$ cat src/rtl/correlator_multi.sv
// -----------------------------------------------------------------------------
// correlator_multi
//
// Multi-channel binary correlator. On every sample strobe it counts, for each
// channel c, how often the previously registered sample was 1 (count[c]) and
// how often it was 1 together with the reference channel (isect[c]). At the
// end of each window the counters are scaled to bytes and sent out as a packet
// over a valid/ready byte stream:
//   winNum, status {drop, 4'b0, refSel}, count[0], isect[0], ... , isect[N-1]
//
// Ports
//   i_clk              single clock
//   i_rst_n            asynchronous active-low reset
//   i_cg               clock-gate enable; all state holds while low
//   i_windowLengthExp  window length = 2^value samples
//   i_samplePeriodExp  sample period = 2^value enabled cycles
//   i_refSel           reference channel index
//   i_cfgWr            configuration-change pulse; restarts the current window
//   i_x                binary channel inputs
//   o_data             packet byte
//   o_valid            o_data valid
//   i_ready            consumer accepts o_data
//   o_busy             packet transmission in progress (same as o_valid)
// -----------------------------------------------------------------------------
module correlator_multi #(
    parameter int N_CH                  = 4,
    parameter int MAX_WINDOW_LENGTH_EXP = 16,
    parameter int MAX_SAMPLE_PERIOD_EXP = 15
) (
    input  logic                                       i_clk,
    input  logic                                       i_rst_n,
    input  logic                                       i_cg,
    input  logic [$clog2(MAX_WINDOW_LENGTH_EXP+1)-1:0] i_windowLengthExp,
    input  logic [$clog2(MAX_SAMPLE_PERIOD_EXP+1)-1:0] i_samplePeriodExp,
    input  logic [$clog2(N_CH)-1:0]                    i_refSel,
    input  logic                                       i_cfgWr,
    input  logic [N_CH-1:0]                            i_x,
    output logic [7:0]                                 o_data,
    output logic                                       o_valid,
    input  logic                                       i_ready,
    output logic                                       o_busy
);

    localparam int TIME_W = MAX_WINDOW_LENGTH_EXP;
    localparam int WL_W   = $clog2(MAX_WINDOW_LENGTH_EXP + 1);
    localparam int PC_W   = (MAX_SAMPLE_PERIOD_EXP < 1) ? 1 : MAX_SAMPLE_PERIOD_EXP;
    localparam int NB     = 2 + 2 * N_CH;
    localparam int IDX_W  = $clog2(NB);

    typedef enum logic {
        ST_IDLE = 1'b0,
        ST_SEND = 1'b1
    } state_t;

    // Counter increment that sticks at all-ones instead of wrapping.
    function automatic logic [TIME_W-1:0] sat_inc(input logic [TIME_W-1:0] v);
        return (&v) ? v : v + TIME_W'(1);
    endfunction

    // Scale a window count to the full TIME_W range and keep the top byte.
    // Any bit shifted past the top means the count overflowed the byte scale.
    function automatic logic [7:0] rep_byte(input logic [TIME_W-1:0] v,
                                            input logic [WL_W-1:0]   wexp);
        logic [2*TIME_W-1:0] shifted;
        logic [WL_W-1:0]     sh;
        sh      = (wexp >= WL_W'(TIME_W)) ? '0 : WL_W'(TIME_W) - wexp;
        shifted = {{TIME_W{1'b0}}, v} << sh;
        if (|shifted[2*TIME_W-1:TIME_W]) begin
            return 8'hFF;
        end
        return shifted[TIME_W-1 -: 8];
    endfunction

    state_t              state_q, state_d;
    logic [IDX_W-1:0]    idx_q, idx_d;
    logic [7:0]          data_q, data_d;
    logic                valid_q, valid_d;
    logic [PC_W-1:0]     pcnt_q, pcnt_d;
    logic [TIME_W-1:0]   t_q, t_d;
    logic [N_CH-1:0]     sample_q, sample_d;
    logic [7:0]          winnum_q, winnum_d;
    logic                drop_q, drop_d;
    logic [TIME_W-1:0]   cnt_q [N_CH];
    logic [TIME_W-1:0]   cnt_d [N_CH];
    logic [TIME_W-1:0]   isc_q [N_CH];
    logic [TIME_W-1:0]   isc_d [N_CH];
    logic [7:0]          pkt_q [NB];
    logic [7:0]          pkt_d [NB];

    logic [TIME_W-1:0]   inc_cnt [N_CH];
    logic [TIME_W-1:0]   inc_isc [N_CH];
    logic [PC_W:0]       period_last;
    logic [TIME_W:0]     win_mask;
    logic                strobe;
    logic                win_end;
    logic                ref_bit;
    logic [2:0]          ref3;
    logic                pkt_start;
    logic                pkt_drop;

    assign period_last = ((PC_W+1)'(1) << i_samplePeriodExp) - (PC_W+1)'(1);
    assign strobe      = ({1'b0, pcnt_q} == period_last);
    // Window ends when the low windowLengthExp bits of t are all ones.
    assign win_mask    = ((TIME_W+1)'(1) << i_windowLengthExp) - (TIME_W+1)'(1);
    assign win_end     = strobe &&
                         ((t_q & win_mask[TIME_W-1:0]) == win_mask[TIME_W-1:0]);
    assign ref_bit     = sample_q[i_refSel];
    assign ref3        = 3'(i_refSel);

    always_comb begin
        state_d   = state_q;
        idx_d     = idx_q;
        data_d    = data_q;
        valid_d   = valid_q;
        pcnt_d    = pcnt_q;
        t_d       = t_q;
        sample_d  = sample_q;
        winnum_d  = winnum_q;
        drop_d    = drop_q;
        cnt_d     = cnt_q;
        isc_d     = isc_q;
        pkt_d     = pkt_q;
        pkt_start = 1'b0;
        pkt_drop  = 1'b0;

        // Counting always uses the sample registered on the previous strobe.
        for (int c = 0; c < N_CH; c++) begin
            inc_cnt[c] = sample_q[c] ? sat_inc(cnt_q[c]) : cnt_q[c];
            inc_isc[c] = (sample_q[c] && ref_bit) ? sat_inc(isc_q[c]) : isc_q[c];
        end

        // Transmitter: advance only on a completed handshake.
        if (state_q == ST_SEND && valid_q && i_ready) begin
            if (idx_q == IDX_W'(NB - 1)) begin
                state_d = ST_IDLE;
                valid_d = 1'b0;
                idx_d   = '0;
            end else begin
                idx_d  = idx_q + IDX_W'(1);
                data_d = pkt_q[idx_q + IDX_W'(1)];
            end
        end

        if (strobe) begin
            sample_d = i_x;
        end
        pcnt_d = strobe ? '0 : pcnt_q + PC_W'(1);

        // A config write restarts the window and beats a coincident window end.
        if (i_cfgWr) begin
            pcnt_d = '0;
            t_d    = '0;
            cnt_d  = '{default: '0};
            isc_d  = '{default: '0};
        end else if (strobe) begin
            if (win_end) begin
                t_d      = '0;
                winnum_d = winnum_q + 8'd1;
                cnt_d    = '{default: '0};
                isc_d    = '{default: '0};
                if (state_q == ST_SEND) begin
                    // Transmitter busy: this window's result is lost.
                    pkt_drop = 1'b1;
                end else begin
                    pkt_start = 1'b1;
                    pkt_d[0]  = winnum_q;
                    pkt_d[1]  = {drop_q, 4'b0000, ref3};
                    for (int c = 0; c < N_CH; c++) begin
                        pkt_d[2+2*c] = rep_byte(inc_cnt[c], i_windowLengthExp);
                        pkt_d[3+2*c] = rep_byte(inc_isc[c], i_windowLengthExp);
                    end
                    state_d = ST_SEND;
                    idx_d   = '0;
                    valid_d = 1'b1;
                    data_d  = winnum_q;
                end
            end else begin
                t_d   = t_q + TIME_W'(1);
                cnt_d = inc_cnt;
                isc_d = inc_isc;
            end
        end

        // Starting a packet reports and clears drop; a new drop re-arms it.
        if (pkt_start) begin
            drop_d = 1'b0;
        end
        if (pkt_drop) begin
            drop_d = 1'b1;
        end
    end

    always_ff @(posedge i_clk or negedge i_rst_n) begin
        if (!i_rst_n) begin
            state_q  <= ST_IDLE;
            idx_q    <= '0;
            data_q   <= 8'h00;
            valid_q  <= 1'b0;
            pcnt_q   <= '0;
            t_q      <= '0;
            sample_q <= '0;
            winnum_q <= 8'h00;
            drop_q   <= 1'b0;
            cnt_q    <= '{default: '0};
            isc_q    <= '{default: '0};
            pkt_q    <= '{default: '0};
        end else if (i_cg) begin
            state_q  <= state_d;
            idx_q    <= idx_d;
            data_q   <= data_d;
            valid_q  <= valid_d;
            pcnt_q   <= pcnt_d;
            t_q      <= t_d;
            sample_q <= sample_d;
            winnum_q <= winnum_d;
            drop_q   <= drop_d;
            cnt_q    <= cnt_d;
            isc_q    <= isc_d;
            pkt_q    <= pkt_d;
        end
    end

    assign o_data  = data_q;
    assign o_valid = valid_q;
    assign o_busy  = valid_q;

endmodule
$ cat config.mk
export PLATFORM = sky130hd
export DESIGN_NAME = correlator_multi
export DESIGN_NICKNAME = d
export VERILOG_FILES = /design/src/rtl/correlator_multi.sv
export SDC_FILE = /design/constraint.sdc
export NUM_CORES = 1
export LEC_CHECK = 0
export ABC_AREA = 1
export CELL_PAD_IN_SITES_DETAIL_PLACEMENT = 1
export CELL_PAD_IN_SITES_GLOBAL_PLACEMENT = 2
export CORE_MARGIN = 2
export CORE_UTILIZATION = 38
export CTS_CLUSTER_SIZE = 24
export DETAILED_ROUTE_END_ITERATION = 7
export GPL_ROUTABILITY_DRIVEN = 0
export GPL_TIMING_DRIVEN = 0
export HOLD_SLACK_MARGIN = 0.15
export PLACE_DENSITY = 0.88
export SYNTH_ARGS = -nofsm -noshare
export SYNTH_HDL_FRONTEND = slang
export SYNTH_SLANG_ARGS = --single-unit
$ cat constraint.sdc
create_clock -name i_clk -period 6.25 [get_ports i_clk]
set_clock_uncertainty 0.05 [all_clocks]
set_input_delay 0.625 -clock i_clk [delete_from_list [all_inputs] [get_ports i_clk]]
set_output_delay 0.625 -clock i_clk [all_outputs]
set_load 0.03 [all_outputs]
==> results.md, run 1 <==
* Sink Count at roughly 260
* Post-Synth XOR/XNOR Area at between 3 and 4%
* Main synth FF type: dfrtp_1
* Top cell type's share of synthesized area at a little over a quarter
* #FFs+latches synth at between 200 and 300
* # H-tree levels at 2
* CTS Buffer Depth at 3
* Largest net degree at the start of global routing at between 100 and 150
* Root buffer cell: clkbuf_16
* Commonest non-fill, non-tap cells in the layout: 1328 x nand2_1, 939 x nand3_1, 398 x inv_1, 346 x nor2_1, 261 x dfrtp_1
* CTS tree: built
* Worst Slack Setup Final at about 1.1 ns
* Peak VDD IR at between 150 and 200 µV
* Io pins at 30
* Adder-Cell Fraction of Synth Area at approximately 1.1%
* Critical Path Max Stage Delay at ~1.1 ns
* Pwr/cell area at ~220 nW/µm²
* Area of the die at around 66000 µm²
* Class of the worst hold path: reg -> reg
* Simple-Gate Fraction of Synth Area at about half
* Syn nets at ~4200
* Total of max-cap violations at 0
* Avg Cell Area, Syn at about 6 µm²
* Count of cell types in the netlist at 49
* Worst Tran Pin Value at 1.45 ns
* YS warnings at 0
* DR vias/cell at 5.97
* Grt total ovfl at 0
* ANT nets after route at 0
* Fin nets at approximately 4300
* Post-layout total power at around 6000 µW
* Fin cells at about 5000
* DP HPWL at 95.3 mm
* Fill cells at just under 9000
* Area leader, netlist: dfrtp_1
* Maximum clock frequency at between 150 and 200 MHz
* Syn Inst Count at approximately 4200
* Post-CTS Setup Bufs at 0
* Placed Cells at a little over 5000
* LEAKAGE at ~0.013 µW
* Post-route DRC at 0
* Final setup viols at 0
* Min cycle time layout at just over 5 ns
* Crit path buffers/inverters at 5
* Share of layout cells above drive strength 1 at 4.39%
* Area occupied by multi-input gates at ~15000 µm²
* Final hold violation count at 0
* Rows at 92
* Sequential area share after synthesis at a little over a quarter
* Cell area after synthesis at roughly 24000 µm²
* Slowest CP cell: clkbuf_1
* CTS Buf Count at 37
* EDFF count, synth at 0
* Max Transition Viols Final at 0
* Top cells by area, synth: dfrtp_1 27%, nand2_1 20%, nand3_1 19%
* Critical path arrival at around 5.6 ns
* Drt pass-1 iters at 7
* RSZ-0062 raised after global routing: false
* First-pass GRT wire length at 191 mm
* Commonest non-fill, non-tap cell in the layout: nand2_1
* Compound-cell area share of the yosys netlist at under 10%
* Crit Path Category: in -> reg
* Place WS at about 0.95 ns
* Tcrit/Tclk final at approximately 83%
* Relative slew margins at roughly 3.4%
* CP Max Fanout at 10
* Status: finished clean
* Core area at between 60000 and 70000 µm²
* Critical path startpoint category: primary input
* Die X at 257 µm
* Area growth syn-to-layout at 10.7%
* Kind of end point of the critical path: flip-flop
* Post-synthesis mux area share at less than 1%
* Die H at ~260 µm
* Tot GR Track Use at around two fifths
* Final WL at 129 mm
* Worst path most repeated cell: nand2_1
* Starting Density at roughly two fifths
* Worst-path cell chain: clkdlybuf4s50_1, inv_1, nor2_1, clkbuf_1, clkbuf_1, nand3_1, nand2_1, nand2_1, nand3_1, nand2_1, nand2_1, nand2_1, nor2_1, nand3_1, nand2_1, nand3_1, nand2_1, inv_1
* Combinational family with the most area after synthesis: simple AND/OR/NAND/NOR gates
* WL per Instance at 25.2 µm
* Initial antenna violation count at 8
* Number of global-route vias before repair at ~30000
* Req. time, crit path at 6.68 ns
* Port Buffer Count at 29
* Clock-pin slew of the registers on the worst-case setup and hold paths at 0.05 ns
* Async S/R FF share, synth at between 90% and 100%
* Clock Latency Late Sink at 0.61 ns
* DR vias at about 31000
* Iteration-0 DRC Markers at around 3100
* Crit-path leading delay family: buffers and inverters
* Register cell area after layout at 6530 µm²
[registers in the layout, indices dropped and copies added, names as in the netlist]
name / cells
cnt_q: 64
pcnt_q: 15
pkt_q: 75
idx_q: 4
isc_q: 64
o_busy: 1
o_data: 8
sample_q: 4
state_q: 1
t_q: 16
winnum_q: 8
drop_q: 1
[cell usage after synthesis (2+ instances only)]
library cell / number
a21oi_1: 73
nor2_1: 347
nor2_4: 2
buf_2: 45
nand4_1: 62
o221ai_1: 3
dfrtp_1: 261
o211ai_1: 14
buf_1: 33
inv_2: 16
nor3_2: 2
and2_1: 23
o22ai_1: 145
or2_2: 32
nor3_1: 31
nor2_2: 12
buf_6: 3
a221oi_1: 7
xor2_1: 70
xnor2_1: 18
ha_1: 22
nand2_2: 6
o21ai_1: 6
nor4_1: 2
nand3b_1: 7
a31oi_1: 6
buf_4: 7
clkinv_1: 5
a22oi_1: 6
o21ai_0: 109
inv_1: 398
clkbuf_1: 102
a21boi_1: 8
nor3b_1: 4
mux2_2: 2
nand3_1: 939
nand2_1: 1328
[report_power, final]
| part | internal (µW) | switching [µW] | total (µW) |
|---|---|---|---|
| Clock | 1290 | 900 | 2190 |
| Sequential | 1730 | 36.6 | 1770 |
| Combinational | 532 | 1490 | 2020 |
[routing by layer]
layer  GRT usage, %  up-vias  routed length, µm
met3           10.9      455              13500
met2           56.9     1448              53500
li1               -    13900                  -
met4           23.2        4               8840
met5              0        -                 27
met1           49.1    14700              52900
[worst paths after layout]
kind	endpoint	startpoint	slack, ns	cells after the start
worst min-delay path	pkt_q[74]	pkt_q[74]	0.45	2
min in group asynchronous	cnt_q[59]	i_rst_n	0.52	2
worst max-delay path	pkt_q[6]	i_windowLengthExp[0]	1.07	18
worst max register to register	pkt_q[6]	sample_q[3]	1.32	16
max in group asynchronous	isc_q[33]	i_rst_n	4.14	4
worst min register to register	pkt_q[74]	pkt_q[74]	0.45	2
[worst reg2reg max path, stage by stage, from the launching register on]
cell and delay [ns]:
dfrtp_1 0.86, clkinv_1 1.01, nor2_2 0.64, buf_4 0.27, nand3_1 0.20, nand3_1 0.23, nand3_1 0.17, nand3_1 0.16
nand3_1 0.12, nand2_1 0.24, nand2_1 0.08, nor2_1 0.10, nand3_1 0.07, nand2_1 0.21, nand3_1 0.26, nand2_1 0.14
inv_1 0.04
[cell type report]
type	instances	share of cell area, %
Antenna cell	4	0.0370
Buffer	190	3.03
Clock buffer	48	3.69
Clock inverter	12	0.708
Inverter	419	5.82
Multi-Input combinational cell	3298	57.3
Sequential cell	261	24.2
Tap cell	846	3.92
Timing Repair Buffer	32	1.33
[metrics by stage]
stage / hold slack (ns) / utilization, % / setup TNS [ns] / cell area [µm²]
6_report: 0.449 / 42.7 / 0 / 27000
5_1_grt: 0.473 / 42.7 / 0 / 27000
4_1_cts: 0.451 / 42.7 / 0 / 27000
3_5_place_dp: 0.439 / 40.8 / 0 / 25800
3_3_place_gp: 0.412 / 40.7 / -2120.56 / 25700
2_1_floorplan: 0.279 / - / 0 / 24400
[logic make-up (layout without fill, tap and decap cells)]
kind of cell / count (synthesis) / count (layout)
AO/OA/AOI/OAI: 385 / 385
XOR/XNOR: 88 / 88
adder cells (fa/ha/maj): 22 / 22
buffers and inverters: 609 / 701
flip-flops: 261 / 261
multiplexers: 2 / 2
other: 0 / 4
AND/OR/NAND/NOR: 2801 / 2801
[timing repair]
item                                   4_1_cts  5_1_grt
hold buffers                                 1        0
endpoints found under the hold margin       69        0
resized for setup                            0        0
Power figures use the tool's default switching activity.
==> run 2: changes to the inputs <==
- CORE_UTILIZATION: 38 -> 35
- PLACE_DENSITY: 0.88 -> 0.82
- clock period: 6.25 -> 5.4 ns (I/O delays scaled with it)
==> results.md, run 2 (synthesis results as in run 1) <==
* DR vias/cell at 5.84 (-2.2%)
* Post-route DRC at 0 (unchanged)
* Share of layout cells above drive strength 1 at 4.52% (+0.13 points)
* ANT nets after route at 0 (unchanged)
* Peak VDD IR at 196 µV (+16%)
* Starting Density at 35.5% (-3.1 points)
* Hold depth at 1 (-1)
* Sequential share of power at 28.6% (-0.9 points)
* Die H at 268 µm (+4.1%)
* DP HPWL at 97.0 mm (+1.8%)
* Fin cells at 5198 (+1.7%)
* Commonest non-fill, non-tap cell in the layout: nand2_1
* Ant diodes at 0 (-4)
* Number of global-route vias before repair at 30200 (-0.57%)
* Kind of end point of the critical path: flip-flop
* Worst hold slack at 0.434 ns (-0.0149 ns)
* LEAKAGE at 0.0133 µW (+0.49%)
* Fin nets at 4282 (+0.023%)
* CTS Buffer Depth at 3 (unchanged)
* Worst Tran Pin Value at 1.61 ns (+0.163 ns)
* Critical path arrival at 5.56 ns (-0.05 ns)
* Port Buffer Count at 29 (unchanged)
* Crit Path Category: in -> reg
* Drt pass-1 iters at 6 (-1)
* Rows at 96 (+4.3%)
* Die X at 268 µm (+4.1%)
* Status: finished with violations
* Tcrit/Tclk final at between 90% and 100%
* CP Max Fanout at 10 (unchanged)
* Initial antenna violation count at 6 (-2)
* DR vias at 30400 (-0.47%)
* Grt total ovfl at 0 (unchanged)
* Largest Register: pkt_q
* Worst R2R Path Depth at 16 (unchanged)
* Class of the worst hold path: reg -> reg
* Int Power at 4270 µW (+20%)
* Logic gate share of total power at 33.1% (-0.8 points)
* First-pass GRT wire length at 192 mm (+0.49%)
* Largest register FFs at 75 (unchanged)
* Clock Latency Late Sink at 0.60 ns (about the same)
* Placed Cells at 5130 (+1.7%)
* Iteration-0 DRC Markers at 2883 (-8.3%)
* CTS Buf Count at 38 (+2.7%)
* Total of max-cap violations at 3 (+3)
* CTS tree: built
* Commonest non-fill, non-tap cells in the layout: 1328 x nand2_1, 939 x nand3_1, 398 x inv_1, 347 x nor2_1, 261 x dfrtp_1
* Critical path startpoint category: primary input
* Area of the die at 71800 µm² (+8.4%)
* Final WL at 131 mm (+1.7%)
* Post-layout total power at 7160 µW (+20%)
* RSZ-0062 raised after global routing: false
* Largest net degree at the start of global routing at 111 (+5.7%)
* Root buffer cell: clkbuf_16
* Clk pwr share at 38.3% (+1.7 points)
* WL per Instance at 25.2 µm (about the same)
* Clock-pin slew of the registers on the worst-case setup and hold paths at 0.06 ns (about the same)
* Fill cells at 9494 (+7.6%)
* Req. time, crit path at 5.88 ns (-0.80 ns)
* Core area at 68800 µm² (+8.7%)
* P_sw at 2890 µW (+19%)
* Pwr/cell area at 263 nW/µm² (+19%)
* Relative slew margins at -7.91% (-11 points)
* Tot GR Track Use at 36.1% (-2.1 points)
* Switch share at 40.3% (-0.29 points)
* Maximum clock frequency at approximately 200 MHz
* Post-CTS Setup Bufs at 0 (unchanged)
* Layout Utilization at 39.6% (-3.1 points)
* Final hold violation count at 0 (unchanged)
* Max Transition Viols Final at 32 (+32)
* Failing checks: max-capacitance violations, max-slew violations
* Area growth syn-to-layout at 11.7%
* # H-tree levels at 2 (unchanged)
* Sink Count at 261 (unchanged)
* Min cycle time layout at 5.08 ns
* Regs by FF count: pkt_q x75, cnt_q x64, isc_q x64
* Io pins at 30 (unchanged)
* Final setup viols at 0 (unchanged)
[run 2: changes by cell type in the layout (fill, tap and decap cells not counted)]
cell and delta:
clkinv_2 -1, nor2_1 +1, diode_2 -4, clkbuf_16 +2
nor2_2 -1, inv_6 +1, bufinv_16 +1, clkinv_4 +1
clkbuf_8 +3
[run 2: worst paths after layout]
kind                                       from  slack, ns     endpoint
max                        i_windowLengthExp[0]       0.32     pkt_q[7]
min                                 winnum_q[7]       0.43  winnum_q[7]
max reg2reg                         sample_q[3]       1.06     pkt_q[7]
min reg2reg                         winnum_q[7]       0.43  winnum_q[7]
max in group asynchronous               i_rst_n       3.89    cnt_q[33]
min in group asynchronous               i_rst_n       0.44    cnt_q[62]
[run 2: critical path, stage by stage]
cell and delay [ns]:
clkdlybuf4s50_1 0.56, inv_1 0.12, nor2_1 0.75, clkbuf_1 1.11
clkbuf_1 0.87, nand3_1 0.17, nand3_1 0.16, nand3_1 0.13
nand3_1 0.16, nand2_1 0.17, nand2_1 0.10, nor2_1 0.04
nand3_1 0.06, nand2_1 0.18, nand3_1 0.26, nand2_1 0.09
inv_1 0.06
[run 2: layout make-up]
class                   count  area [µm²]  area share, %
plain buffers             190         820           3.01
multi-input cells        3298       15500           56.8
repair buffers             32         360           1.32
inverters                 419        1570           5.77
well taps                 931        1160           4.27
flip-flops and latches    261        6530           24.0
clock inverters            14         234          0.859
clock buffers              53        1090           3.99
[run 2: timing repair]
action,4_1_cts,5_1_grt
gates resized for setup,0,0
hold endpoints to repair,49,0
hold buffers,1,0
[run 2: routing by layer]
layer	wire length, µm	global-route usage [%]	part of all wire (%)	vias to the layer above
li1	-	-	-	13900
met3	12100	8.18	9.3	379
met5	34	0	0.026	-
met2	55200	54.9	42	1299
met1	55800	47.6	43	14800
met4	7800	19.3	6.0	6
[run 2: power by group through the flow]
stage                     sequential [µW]  combinational [µW]  clock, µW
after detailed placement             2080                2260          0
after global routing                 2050                2510       2860
after CTS                            2050                2270       2790
after floorplan                      2120                1310          0
final                                2050                2370       2750
after global placement               2080                2240          0
[run 2: metrics by stage]
step	instance area, µm²	setup TNS [ns]	setup WS, ns
final	27200	0	0.320
after global routing	27200	0	0.241
after floorplan	24400	0	2.45
after detailed placement	25900	0	0.0669
after global placement	25900	-2334.04	-9.00
after CTS	27200	0	0.674
==> run 3: changes to the inputs <==
- ABC_CLOCK_PERIOD_IN_PS: not set -> 5050
- REMOVE_ABC_BUFFERS: not set -> 1
- clock period: 5.4 -> 5.05 ns (I/O delays scaled with it)
==> results.md, run 3 (synthesis results as in run 1) <==
* Req. time, crit path at 5.46 ns (-0.42 ns)
* End of the worst register-to-register path: pkt_q[38]
* Initial antenna violation count at 0 (-6)
* Hold depth at 1 (unchanged)
* DR vias at 27200 (-10%)
* Port Buffer Count at 29 (unchanged)
* Post-DP Area at 25700 µm² (-0.90%)
* Clock-pin slew of the registers on the worst-case setup and hold paths at 0.06 ns (about the same)
* Starting Density at 35.5% (unchanged)
* Iteration-0 DRC Markers at 1588 (-45%)
* Finished Cell Area at 27200 µm² (-0.35%)
* Pwr/cell area at 271 nW/µm² (+3.2%)
* Fin nets at 4120 (-3.8%)
* Max Transition Viols Final at 0 (-100%)
* R2R setup slack at 0.58 ns (-0.48 ns)
* Area of the die at 71800 µm² (unchanged)
* Total of max-cap violations at 0 (-3)
* Class of the worst hold path: reg -> reg
* Commonest non-fill, non-tap cell in the layout: nand2_1
* Sink Count at 261 (unchanged)
* Grt total ovfl at 0 (unchanged)
* Fill cells at 9297 (-2.1%)
* Hold Crit Start: winnum_q[7]
* Post-layout total power at 7360 µW (+2.8%)
* Drt pass-1 iters at 5 (-1)
* Largest Register: pkt_q
* WL per Instance at 18.0 µm (-29%)
* Die X at 268 µm (unchanged)
* Tcrit/Tclk final at about 93%
* CTS tree: built
* ANT nets after route at 0 (unchanged)
* Post-route DRC at 0 (unchanged)
* # H-tree levels at 2 (unchanged)
* Relative slew margins at 6.56% (+14 points)
* Largest register FFs at 75 (unchanged)
* Kind of end point of the critical path: flip-flop
* Io pins at 30 (unchanged)
* Share of layout cells above drive strength 1 at 4.31% (-0.22 points)
* Number of global-route vias before repair at 27500 (-9.0%)
* DP HPWL at 65.2 mm (-33%)
* Min cycle time layout at roughly 4.7 ns
* Die H at 268 µm (unchanged)
* LEAKAGE at 0.0132 µW (-0.72%)
* Maximum clock frequency at ~210 MHz
* Status: finished clean
* Final WL at 90.6 mm (-31%)
* Area occupied by multi-input gates at 15600 µm² (+0.58%)
* Largest net degree at the start of global routing at 110 (-0.90%)
* RR Startpoint: sample_q[1]
* RSZ-0062 raised after global routing: false
* Core area at 68800 µm² (unchanged)
* Area growth syn-to-layout at 11.3%
* Worst R2R Path Depth at 15 (-1)
* Final setup viols at 0 (unchanged)
* Crit Path Category: in -> reg
* Commonest non-fill, non-tap cells in the layout: 1326 x nand2_1, 937 x nand3_1, 397 x inv_1, 343 x nor2_1, 260 x dfrtp_1
* Clock Latency Late Sink at 0.59 ns (about the same)
* Post-route setup TNS at 0 ns (unchanged)
* Regs by FF count: pkt_q x75, cnt_q x64, isc_q x64
* CTS Buf Count at 39 (+2.6%)
* Critical path startpoint category: primary input
* Final hold violation count at 0 (unchanged)
* Tot GR Track Use at 25.2% (-11 points)
* DR vias/cell at 5.39 (-7.7%)
* Worst Tran Pin Value at 1.40 ns (-0.216 ns)
* Worst hold slack at 0.426 ns (-0.00866 ns)
* Rows at 96 (unchanged)
* CP Max Fanout at 36 (+26)
* CTS Buffer Depth at 3 (unchanged)
* Root buffer cell: clkbuf_16
* First-pass GRT wire length at 147 mm (-23%)
* Layout Utilization at 39.5% (-0.14 points)
* Register cell area after layout at 6530 µm² (about the same)
* Worst Hold Endpoint: winnum_q[7]
* Critical path arrival at 5.10 ns (-0.46 ns)
* Peak VDD IR at 233 µV (+19%)
-- run 3: changes by cell type in the layout (fill, tap and decap cells not counted), sizes merged --
cell,previous run,this run
clkinvlp,2,3
buf,91,29
clkbuf,155,56
inv,416,415
diode,0,2
bufinv,5,6
clkinv,10,12
-- run 3: repair_timing --
action | in CTS | in global routing
hold endpoints to repair | 76 | 0
gates cloned | 0 | 1
hold buffers | 1 | 0
setup buffers | 0 | 5
setup endpoints to repair | 73 | 74
pin swaps | 0 | 2
resized for setup | 3 | 7
-- run 3: worst max path at each step --
| stage | start | endpoint | slack, ns | cells after the start |
|---|---|---|---|---|
| floorplan | i_windowLengthExp[0] | pkt_q[0] | -3.94 | 18 |
| finish | i_windowLengthExp[0] | pkt_q[54] | 0.35 | 21 |
| global route | i_windowLengthExp[0] | pkt_q[55] | 0.03 | 22 |
| CTS | i_windowLengthExp[0] | pkt_q[54] | 0.07 | 22 |
| detailed placement | i_windowLengthExp[0] | o_data[5] | -0.96 | 19 |
| global placement | i_windowLengthExp[0] | pkt_q[0] | -13.88 | 19 |
-- run 3: metal layers --
metal,vias to the layer above,routed length (µm),global-route usage [%]
met3,80,2880,2.62
met4,0,1670,5.33
li1,13600,-,-
met2,322,41900,42.2
met5,-,0,0
met1,13200,44200,35.1
-- run 3: worst max-delay path, cell delays in order --
cell and delay (ns):
clkdlybuf4s50_1 0.59, inv_1 0.17, ha_1 0.27, nand2_1 0.08, nor2_1 0.04, ha_1 0.23, a21oi_4 0.34, inv_1 0.13
nor2_4 0.65, buf_12 0.28, inv_1 0.62, nor2_1 0.28, nand2_1 0.07, nor2_1 0.09, nand2_1 0.08, nand2_1 0.07
inv_1 0.04, nand2_1 0.20, nand3_1 0.16, nand2_1 0.11, inv_1 0.05
-- run 3: final cells by class --
cell class | count | share of cell area, %
Multi-Input combinational cell | 3298 | 57.3
Sequential cell | 261 | 24.1
Inverter | 419 | 5.89
Tap cell | 931 | 4.29
Clock buffer | 56 | 4.09
Timing Repair Buffer | 58 | 3.32
Clock inverter | 16 | 0.968
Timing Repair inverter | 1 | 0.0276
Antenna cell | 2 | 0.0184
-- run 3: power breakdown --
part	switching, µW	total, µW	internal (µW)
logic	1450	2100	652
registers	108	2250	2140
clock network	1160	3010	1850
total	2720	7360	4640
-- run 3: through the flow --
step	worst slack [ns]	cells
after global routing	0.0305	5040
after floorplan	-3.94	3978
after global placement	-13.88	4938
after CTS	0.0722	5034
final	0.350	5042
after detailed placement	-0.963	4961
